### src/rtl/sm_mcu_cpu_dct_packer_pkg.sv
// sm_mcu_cpu_dct_pkg: shared widths and atom encodings for the OCI trace packer
package sm_mcu_cpu_dct_pkg;
  localparam int ATOM_W = 2;
  localparam int SLOTS = 15;
  localparam int DCT_W = ATOM_W * SLOTS;
  localparam int CNT_W = 4;
  typedef enum logic [ATOM_W-1:0] {
    ATOM_NT   = 2'b00,
    ATOM_TK   = 2'b01,
    ATOM_EXC  = 2'b10,
    ATOM_SYNC = 2'b11
  } atom_e;
endpackage

### src/rtl/sm_mcu_cpu_dct_packer_if.sv
// sm_mcu_cpu_dct_packer_if: atom input and frame output handshakes of the trace packer
interface sm_mcu_cpu_dct_packer_if;
  import sm_mcu_cpu_dct_pkg::*;
  logic atom_valid;
  logic [ATOM_W-1:0] atom;
  logic atom_ready;
  logic flush;
  logic test_ending;
  logic dct_valid;
  logic dct_ready;
  logic [DCT_W-1:0] dct_buffer;
  logic [CNT_W-1:0] dct_count;
  logic idle;
  modport master (
    output atom_valid, atom, flush, test_ending, dct_ready,
    input atom_ready, dct_valid, dct_buffer, dct_count, idle
  );
  modport slave (
    input atom_valid, atom, flush, test_ending, dct_ready,
    output atom_ready, dct_valid, dct_buffer, dct_count, idle
  );
endinterface

### src/rtl/sm_mcu_cpu_dct_idle_timer.sv
// sm_mcu_cpu_dct_idle_timer: saturating idle counter that flags a stale partial frame
module sm_mcu_cpu_dct_idle_timer #(
  parameter int TIMEOUT = 64,
  parameter int TMO_W = 8
) (
  input  logic clk,
  input  logic reset_n,
  input  logic clr,
  input  logic inc,
  output logic expired
);
  localparam logic [TMO_W-1:0] LIM = TMO_W'(TIMEOUT);
  logic [TMO_W-1:0] timer;
  // count idle cycles, holding at the limit so expiry stays asserted until cleared
  always_ff @(posedge clk or negedge reset_n)
    if (!reset_n) timer <= '0;
    else if (clr) timer <= '0;
    else if (inc && timer != LIM) timer <= timer + TMO_W'(1);
  assign expired = (TIMEOUT != 0) && (timer == LIM);
endmodule

### src/rtl/sm_mcu_cpu_dct_packer.sv
// sm_mcu_cpu_dct_packer: packs 2-bit trace atoms into 30-bit DCT frames with valid/ready output
module sm_mcu_cpu_dct_packer
  import sm_mcu_cpu_dct_pkg::*;
#(
  parameter int TIMEOUT = 64,
  parameter int TMO_W = 8
) (
  input logic clk,
  input logic reset_n,
  sm_mcu_cpu_dct_packer_if.slave bus
);
  logic [DCT_W-1:0] acc, acc_in, frame_buf;
  logic [CNT_W-1:0] cnt, cnt_in, frame_cnt;
  logic frame_valid, close_pending, full, can_load, accept, carry, req, load, expired;
  assign full = cnt == CNT_W'(SLOTS);
  assign can_load = !frame_valid || bus.dct_ready;
  assign accept = bus.atom_valid && bus.atom_ready;
  // an atom arriving while a full frame is still waiting starts the next frame
  assign carry = accept && full;
  assign cnt_in = cnt + CNT_W'(accept && !full);
  // accumulator view including the atom accepted this cycle
  always_comb begin
    acc_in = acc;
    if (accept && !full) acc_in[ATOM_W*cnt +: ATOM_W] = bus.atom;
  end
  assign req = (cnt_in == CNT_W'(SLOTS)) || ((bus.flush || bus.test_ending) && cnt_in != '0) ||
               (expired && cnt != '0) || close_pending;
  assign load = req && can_load;
  sm_mcu_cpu_dct_idle_timer #(.TIMEOUT(TIMEOUT), .TMO_W(TMO_W)) u_timer (
    .clk(clk),
    .reset_n(reset_n),
    .clr(accept || load),
    .inc(cnt != '0 && !accept),
    .expired(expired)
  );
  // accumulator, frame register and sticky close request
  always_ff @(posedge clk or negedge reset_n)
    if (!reset_n) begin
      acc <= '0;
      cnt <= '0;
      close_pending <= 1'b0;
      frame_valid <= 1'b0;
      frame_buf <= '0;
      frame_cnt <= '0;
    end else begin
      acc <= load ? (carry ? DCT_W'(bus.atom) : '0) : acc_in;
      cnt <= load ? CNT_W'(carry) : cnt_in;
      close_pending <= req && !can_load;
      frame_valid <= load || (frame_valid && !bus.dct_ready);
      if (load) begin
        frame_buf <= acc_in;
        frame_cnt <= cnt_in;
      end
    end
  assign bus.atom_ready = !full || can_load;
  assign bus.dct_valid = frame_valid;
  assign bus.dct_buffer = frame_buf;
  assign bus.dct_count = frame_cnt;
  assign bus.idle = cnt == '0 && !frame_valid && !close_pending;
endmodule

### src/flat_wrapper.sv
// flat-port wrapper written by rule: the top's interface ports become plain ports
module sm_mcu_cpu_dct_packer_flat import sm_mcu_cpu_dct_pkg::*;
#(
  parameter int TIMEOUT = 64,
  parameter int TMO_W = 8
)
  (clk, reset_n, bus_atom_valid, bus_atom, bus_flush, bus_test_ending, bus_dct_ready, bus_atom_ready, bus_dct_valid, bus_dct_buffer, bus_dct_count, bus_idle);
  sm_mcu_cpu_dct_packer_if bus_i ();
  input logic clk;
  input logic reset_n;
  input wire logic [$bits(bus_i.atom_valid)-1:0] bus_atom_valid;
  input wire logic [$bits(bus_i.atom)-1:0] bus_atom;
  input wire logic [$bits(bus_i.flush)-1:0] bus_flush;
  input wire logic [$bits(bus_i.test_ending)-1:0] bus_test_ending;
  input wire logic [$bits(bus_i.dct_ready)-1:0] bus_dct_ready;
  output wire logic [$bits(bus_i.atom_ready)-1:0] bus_atom_ready;
  output wire logic [$bits(bus_i.dct_valid)-1:0] bus_dct_valid;
  output wire logic [$bits(bus_i.dct_buffer)-1:0] bus_dct_buffer;
  output wire logic [$bits(bus_i.dct_count)-1:0] bus_dct_count;
  output wire logic [$bits(bus_i.idle)-1:0] bus_idle;
  assign bus_i.atom_valid = bus_atom_valid;
  assign bus_i.atom = bus_atom;
  assign bus_i.flush = bus_flush;
  assign bus_i.test_ending = bus_test_ending;
  assign bus_i.dct_ready = bus_dct_ready;
  assign bus_atom_ready = bus_i.atom_ready;
  assign bus_dct_valid = bus_i.dct_valid;
  assign bus_dct_buffer = bus_i.dct_buffer;
  assign bus_dct_count = bus_i.dct_count;
  assign bus_idle = bus_i.idle;
  sm_mcu_cpu_dct_packer #(.TIMEOUT(TIMEOUT), .TMO_W(TMO_W)) u_core (.clk(clk), .reset_n(reset_n), .bus(bus_i));
endmodule
### config.mk
export PLATFORM = sky130hd
export DESIGN_NAME = sm_mcu_cpu_dct_packer_flat
export DESIGN_NICKNAME = d
export VERILOG_FILES = /design/src/rtl/sm_mcu_cpu_dct_packer_pkg.sv /design/src/rtl/sm_mcu_cpu_dct_packer_if.sv /design/src/rtl/sm_mcu_cpu_dct_idle_timer.sv /design/src/rtl/sm_mcu_cpu_dct_packer.sv /design/src/flat_wrapper.sv
export SDC_FILE = /design/constraint.sdc
export NUM_CORES = 1
export LEC_CHECK = 0
export CAP_MARGIN = 10
export CORE_AREA = 2 2 75 112
export DETAILED_ROUTE_END_ITERATION = 7
export DIE_AREA = 0 0 77 114
export GPL_ROUTABILITY_DRIVEN = 0
export GPL_TIMING_DRIVEN = 0
export PLACE_DENSITY = 0.85
export SLEW_MARGIN = 20
export SYNTH_ARGS = -nofsm -noshare
export SYNTH_HDL_FRONTEND = slang
export SYNTH_HIERARCHICAL = 1
export SYNTH_SLANG_ARGS = --single-unit
### constraint.sdc
create_clock -name clk -period 2.9 [get_ports clk]
set_input_delay 0.87 -clock clk [delete_from_list [all_inputs] [get_ports clk]]
set_output_delay 0.87 -clock clk [all_outputs]
set_load 0.1 [all_outputs]
* Word-level counts from Yosys, hierarchy flattened
Cells that the tools add are included.
** Storage, ports and cells
- Register bits after elaboration :: 78
- Bits of input ports :: 8
- Output and inout bits :: 37
- Word-level logic and storage cells :: 53
** Operators by class
- Add/sub/neg operators :: 3
- Equality and inequality tests :: 4
- Shifts and indexed selects :: 2
- Mux-type cells :: 7
- Reductions and logical operators :: 30
** Operators by type and width (number)
- 30-bit two-way mux :: 2
- 5-bit negation with 34-bit output :: 1
- 2-bit by 34-bit variable shift with 30-bit output, first input constant :: 1
- 2-bit by 34-bit indexed part select with 30-bit output :: 1
- 30-bit bitwise mux :: 1
- 8-bit two-way mux :: 2
- 1-bit logical AND :: 12
- 8-bit by 1-bit adder with 8-bit output, second input constant :: 1
- 4-bit == test, second input constant :: 2
- 8-bit by 7-bit == test with 1-bit output, second input constant :: 1
- 1-bit logical OR :: 8
- 8-bit by 7-bit inequality test with 1-bit output, second input constant :: 1
- 4-bit nonzero test :: 2
- 1-bit zero test :: 6
- 4-bit by 1-bit adder with 4-bit output :: 1
- 4-bit zero test :: 1
- 4-bit two-way mux :: 1
- 2-bit two-way mux :: 1
- 2-bit nonzero test :: 1

* Longest topological paths before layout
- Depth after elaboration :: 14
- Gate-level depth with buffers :: 13
- Gate-level depth less buffers :: 11

* Cells and area by module
The synthesis kept the hierarchy.
** Modules (own cells, without submodules)
- sm_mcu_cpu_dct_packer :: instances 1, cells an instance 306, area each 3354.5 µm², seq. area each 1751.7 µm²
- sm_mcu_cpu_dct_idle_timer :: instances 1, cells an instance 48, area each 455.4 µm², seq. area each 200.2 µm²

* Least setup slack after synthesis
OpenSTA, ideal clock, no wires.
- Path type :: reg-to-output
- Start :: reg u_core.cnt[0]
- End :: out bus_idle
- Arrival time :: 3.387 ns
- Required time :: 2.030 ns
- Slack :: -1.357 ns
- Cell stages (with the launch flop) :: 7
- Path buffers :: 2
- Cells stage by stage :: dfrtp_1 > clkbuf_1 > inv_1 > ha_1 > buf_4 > or3b_4 > nor3_1
** Between the ends
- Word-level cells in the longest chain between the ends :: 3
** RTL lines
- from (decl) :: RTL line sm_mcu_cpu_dct_packer.sv:13 : logic [CNT_W-1:0] cnt, cnt_in, frame_cnt;
- from (signal assigned) :: RTL line sm_mcu_cpu_dct_packer.sv:47 : cnt <= load ? CNT_W'(carry) : cnt_in;
- 4-bit zero test :: RTL line sm_mcu_cpu_dct_packer.sv:59 : assign bus.idle = cnt == '0 && !frame_valid && !close_pending;
- 1-bit logical AND (2 in a row) :: RTL line sm_mcu_cpu_dct_packer.sv:59
- to (decl) :: RTL line flat_wrapper.sv:20 : output wire logic [$bits(bus_i.idle)-1:0] bus_idle;
No other way between the ends.

* Final worst setup path
- Start :: in bus_atom_valid
- End :: reg u_core.frame_buf[0], in the netlist u_core/bus.dct_buffer[0]
** Between the ends
- Word-level cells in the longest chain between the ends :: 9
- Elaborated cells on any way between the ends :: 11
- Those cells by class :: add/sub (1); eq/ne (1); mux (1); reduce/logical (8)
** RTL lines
- from (decl) :: RTL line flat_wrapper.sv:11 : input wire logic [$bits(bus_i.atom_valid)-1:0] bus_atom_valid;
- 1-bit logical AND * :: RTL line sm_mcu_cpu_dct_packer.sv:17 : assign accept = bus.atom_valid && bus.atom_ready;
- 1-bit logical AND * :: RTL line sm_mcu_cpu_dct_packer.sv:20, sm_mcu_cpu_dct_packer.sv:24
- 4-bit by 1-bit adder with 4-bit output :: RTL line sm_mcu_cpu_dct_packer.sv:20 : assign cnt_in = cnt + CNT_W'(accept && !full);
- 4-bit nonzero test :: RTL line sm_mcu_cpu_dct_packer.sv:26 : assign req = (cnt_in == CNT_W'(SLOTS)) || ((bus.flush || bus.test_ending) && cnt_in != '0) ||
- 1-bit logical AND :: RTL line sm_mcu_cpu_dct_packer.sv:26
- 1-bit logical OR (2 in a row) :: RTL line sm_mcu_cpu_dct_packer.sv:26
- 1-bit logical OR :: RTL line sm_mcu_cpu_dct_packer.sv:27 : (expired && cnt != '0) || close_pending;
- 1-bit logical AND :: RTL line sm_mcu_cpu_dct_packer.sv:28 : assign load = req && can_load;
- to (signal assigned) :: RTL line sm_mcu_cpu_dct_packer.sv:51 : frame_buf <= acc_in;
- to (decl) :: RTL line sm_mcu_cpu_dct_packer.sv:12 : logic [DCT_W-1:0] acc, acc_in, frame_buf;
Every way passes the cells marked *; elsewhere a longest branch is shown, timed or not.
A chain may end at the register's enable or synchronous reset.

==> metrics.yaml <==
die_h_um: 114
final_cell_area_um2: 5010
whs_endpoint: "u_core/bus.dct_count[2]"
cts_tree: "done"
setup_violations: 0
wl_um: 9070
fmax_ghz: 0.349
post_drt_wl_per_cell_um: 17.0
cts_hold_buf: 0
worst_skew_pair.late_latency_ns: 0.34
via_per_inst: 5.53
critPathMaxStageDelay_ns: 0.32
cts_buffer_depth: 2
clockRootBuffer: "clkbuf_16"
clock_sinks: 78
rrSetupSlack_ns: 0.08
synth_area_um2: 3810
syn_area_per_cell_um2: 10.8
synth_seq_cells: 78
hold_viol_final: 0
r2r-end: "u_core/bus.dct_buffer[0]"
worstHoldPathType: "register to register"
synthesis.nets: 372
synthFlopType: "dfrtp_1"
powerDensity_nw_per_um2: 1020
synthArstFlopShare: 1.00
cp_top_family: "buffers and inverters"
grt_max_degree: 41
synth_edf_count: 0
crit_buf_inv: 5
skew_ns: 0.00547
start_util: 0.482
reg2reg_depth: 12
yosys_warnings: 6
drt_first_pass_iters: 4
slew_violations: 0
wl_met2_um: 4980
ios: 45
min_delay_path_depth: 1
cts.htree.levels: 3
drt-met1-wl_um: 3370
stdcell_count: 533
crit_arrival_ns: 3.07
grt_pass1_vias: 2975
synth_cells: 354
period_share: 0.988
antenna_left: 0
path_class: "input port to register"
cts_inserted_buffers: 9
fin_total_pwr_mw: 5.12
p_leak_nw: 2.39
drc_errors: 0
ys_seq_area_frac: 0.512
nFillCells: 629
grt_util_all_layers: 0.210
status: "complete, no violations"
antenna_found_initial: 0
path_clk_slew_ns: 0.05
yosysMostFrequentCell: "dfrtp_1"
final_nets: 441
routed.top_layer: "met4"
endpoint_kind: "register"
cp_cell_sequence: "clkdlybuf4s15_2 > inv_1 > a31oi_1 > ha_2 > nand3_1 > xnor2_2 > a31oi_2 > buf_4 > and2_4 > buf_6 > buf_8 > mux2i_2"
synth_common_cells: "dfrtp_1 (78), mux2i_1 (56), nor2_1 (38)"
synth.top_cells.by_area: "dfrtp_1 (51%), mux2i_1 (15%), nor2_1 (3.7%)"
drv_cap: 0
synth_top_cell_by_area: "dfrtp_1"
wl_met3_um: 494
dp_hpwl_um: 5930
drt-initial-drc-count: 209
fin_crit_ns: 2.87
grt_pass1_wl_um: 14400
ys_types: 51
crit_slowest_cell: "xnor2_2"
peakVddDrop_mv: 0.533
ff_latch_area_um2: 1960
die_w_um: 77
dp.cells: 504
worst-endpoint-required_ns: 3.10
fin_setup_tns_ns: 0
startpoint: "bus_atom_valid"
num_rows: 40
worstSetupStartpointType: "input port"
place_area_um2: 4420
synth_top_cell_area_share: 0.512
multi_input_area_um2: 1750
max_slew_margin: 0.343
core_um2: 7910
rr_startpoint: "u_core/cnt[1]"
vias: 2948
min_from: "u_core/bus.dct_count[2]"
worst_pin_slew_ns: 0.982
synthToLayoutAreaGrowth_pct: 31.5
cp_max_fo: 10
diodes: 0
rsz0062_at_grt: "true"
die_area_um2: 8780
port_buffers: 44
final_layout_size_suffix_gt1_frac: 0.185
overflow: 0
[placed cells by master, fill, tap and decap left out, types with 5 or more instances in the layout]
master,synthesis,layout
inv_1,33,31
a21oi_1,18,17
and2_1,5,5
dfrtp_1,78,75
buf_4,1,16
mux2i_1,56,55
clkdlybuf4s50_1,0,40
nand2_1,14,13
o21ai_0,5,5
clkbuf_16,0,9
ha_1,10,7
nor2_1,38,38
nand3_1,11,11
nand4_1,6,6
nand2b_1,5,5
and3_1,8,8
[sequential cells by signal, indices dropped and copies added, names as in the netlist]
name / cells
u_core/bus.dct_count: 4
u_core/close_pending: 1
u_core/u_timer/timer: 8
u_core/bus.dct_valid: 1
u_core/bus.dct_buffer: 30
u_core/acc: 30
u_core/cnt: 4
[kinds of logic after synthesis]
kind of cell,synth area share
DFF,0.512
adders and majority gates,0.0328
buffers and inverters,0.0585
and+or+nand+nor,0.149
muxes,0.162
AOI/OAI and AO/OA,0.0736
xor gates and xnor gates,0.0115
[worst max path at each step]
stage	end	slack [ns]	cells past startpoint
5_1_grt	u_core/acc[25]	-0.09	12
6_report	u_core/bus.dct_buffer[0]	0.03	12
4_1_cts	bus_idle	-0.02	7
3_5_place_dp	u_core/u_timer/timer[0]	-1.25	13
3_3_place_gp	u_core/bus.dct_valid	-1.87	1
2_1_floorplan	u_core/u_timer/timer[7]	-0.50	6
[routing by layer]
metal / track usage / vias up
li1: - / 1350
met1: 0.235 / 1464
met2: 0.370 / 111
met3: 0.0451 / 23
met4: 0.120 / 0
met5: 0 / -
[worst register-to-register path, delay by kind of cell, from the launching register on]
kind | cells | cell delay (ns)
AO/OA/AOI/OAI | 2 | 0.36
XOR/XNOR | 1 | 0.33
adder cells (fa/ha/maj) | 2 | 0.46
buffers and inverters | 4 | 0.62
flip-flops | 1 | 0.47
multiplexers | 1 | 0.15
AND/OR/NAND/NOR | 2 | 0.32
[report_power, final]
group	leakage (nW)	switching [mW]	internal, mW
sequential	1.06	0.0981	1.22
combinational	1.16	1.67	0.906
clock	0.162	0.421	0.799
[cell type report]
cell class | count | share of cell area
Sequential cell | 78 | 0.390
Inverter | 33 | 0.0257
Clock inverter | 5 | 0.0162
Multi-Input combinational cell | 229 | 0.350
Timing Repair Buffer | 60 | 0.116
Tap cell | 105 | 0.0262
Buffer | 12 | 0.0242
Clock buffer | 11 | 0.0505
[metrics by stage]
step | util | hold WS [ns] | worst slack (ns)
global placement | 0.557 | 0.472 | -1.87
global route | 0.633 | 0.500 | -0.0872
CTS | 0.612 | 0.492 | -0.0217
detailed placement | 0.559 | 0.480 | -1.25
floorplan | - | 0.480 | -0.498
finish | 0.633 | 0.485 | 0.0346
[what timing repair did]
item,CTS,global route
endpoints found under the setup margin,79,67
buffers inserted,5,10
pin swaps,2,3
resized for setup,29,23
No activity file was read; power rests on OpenSTA's default activity.
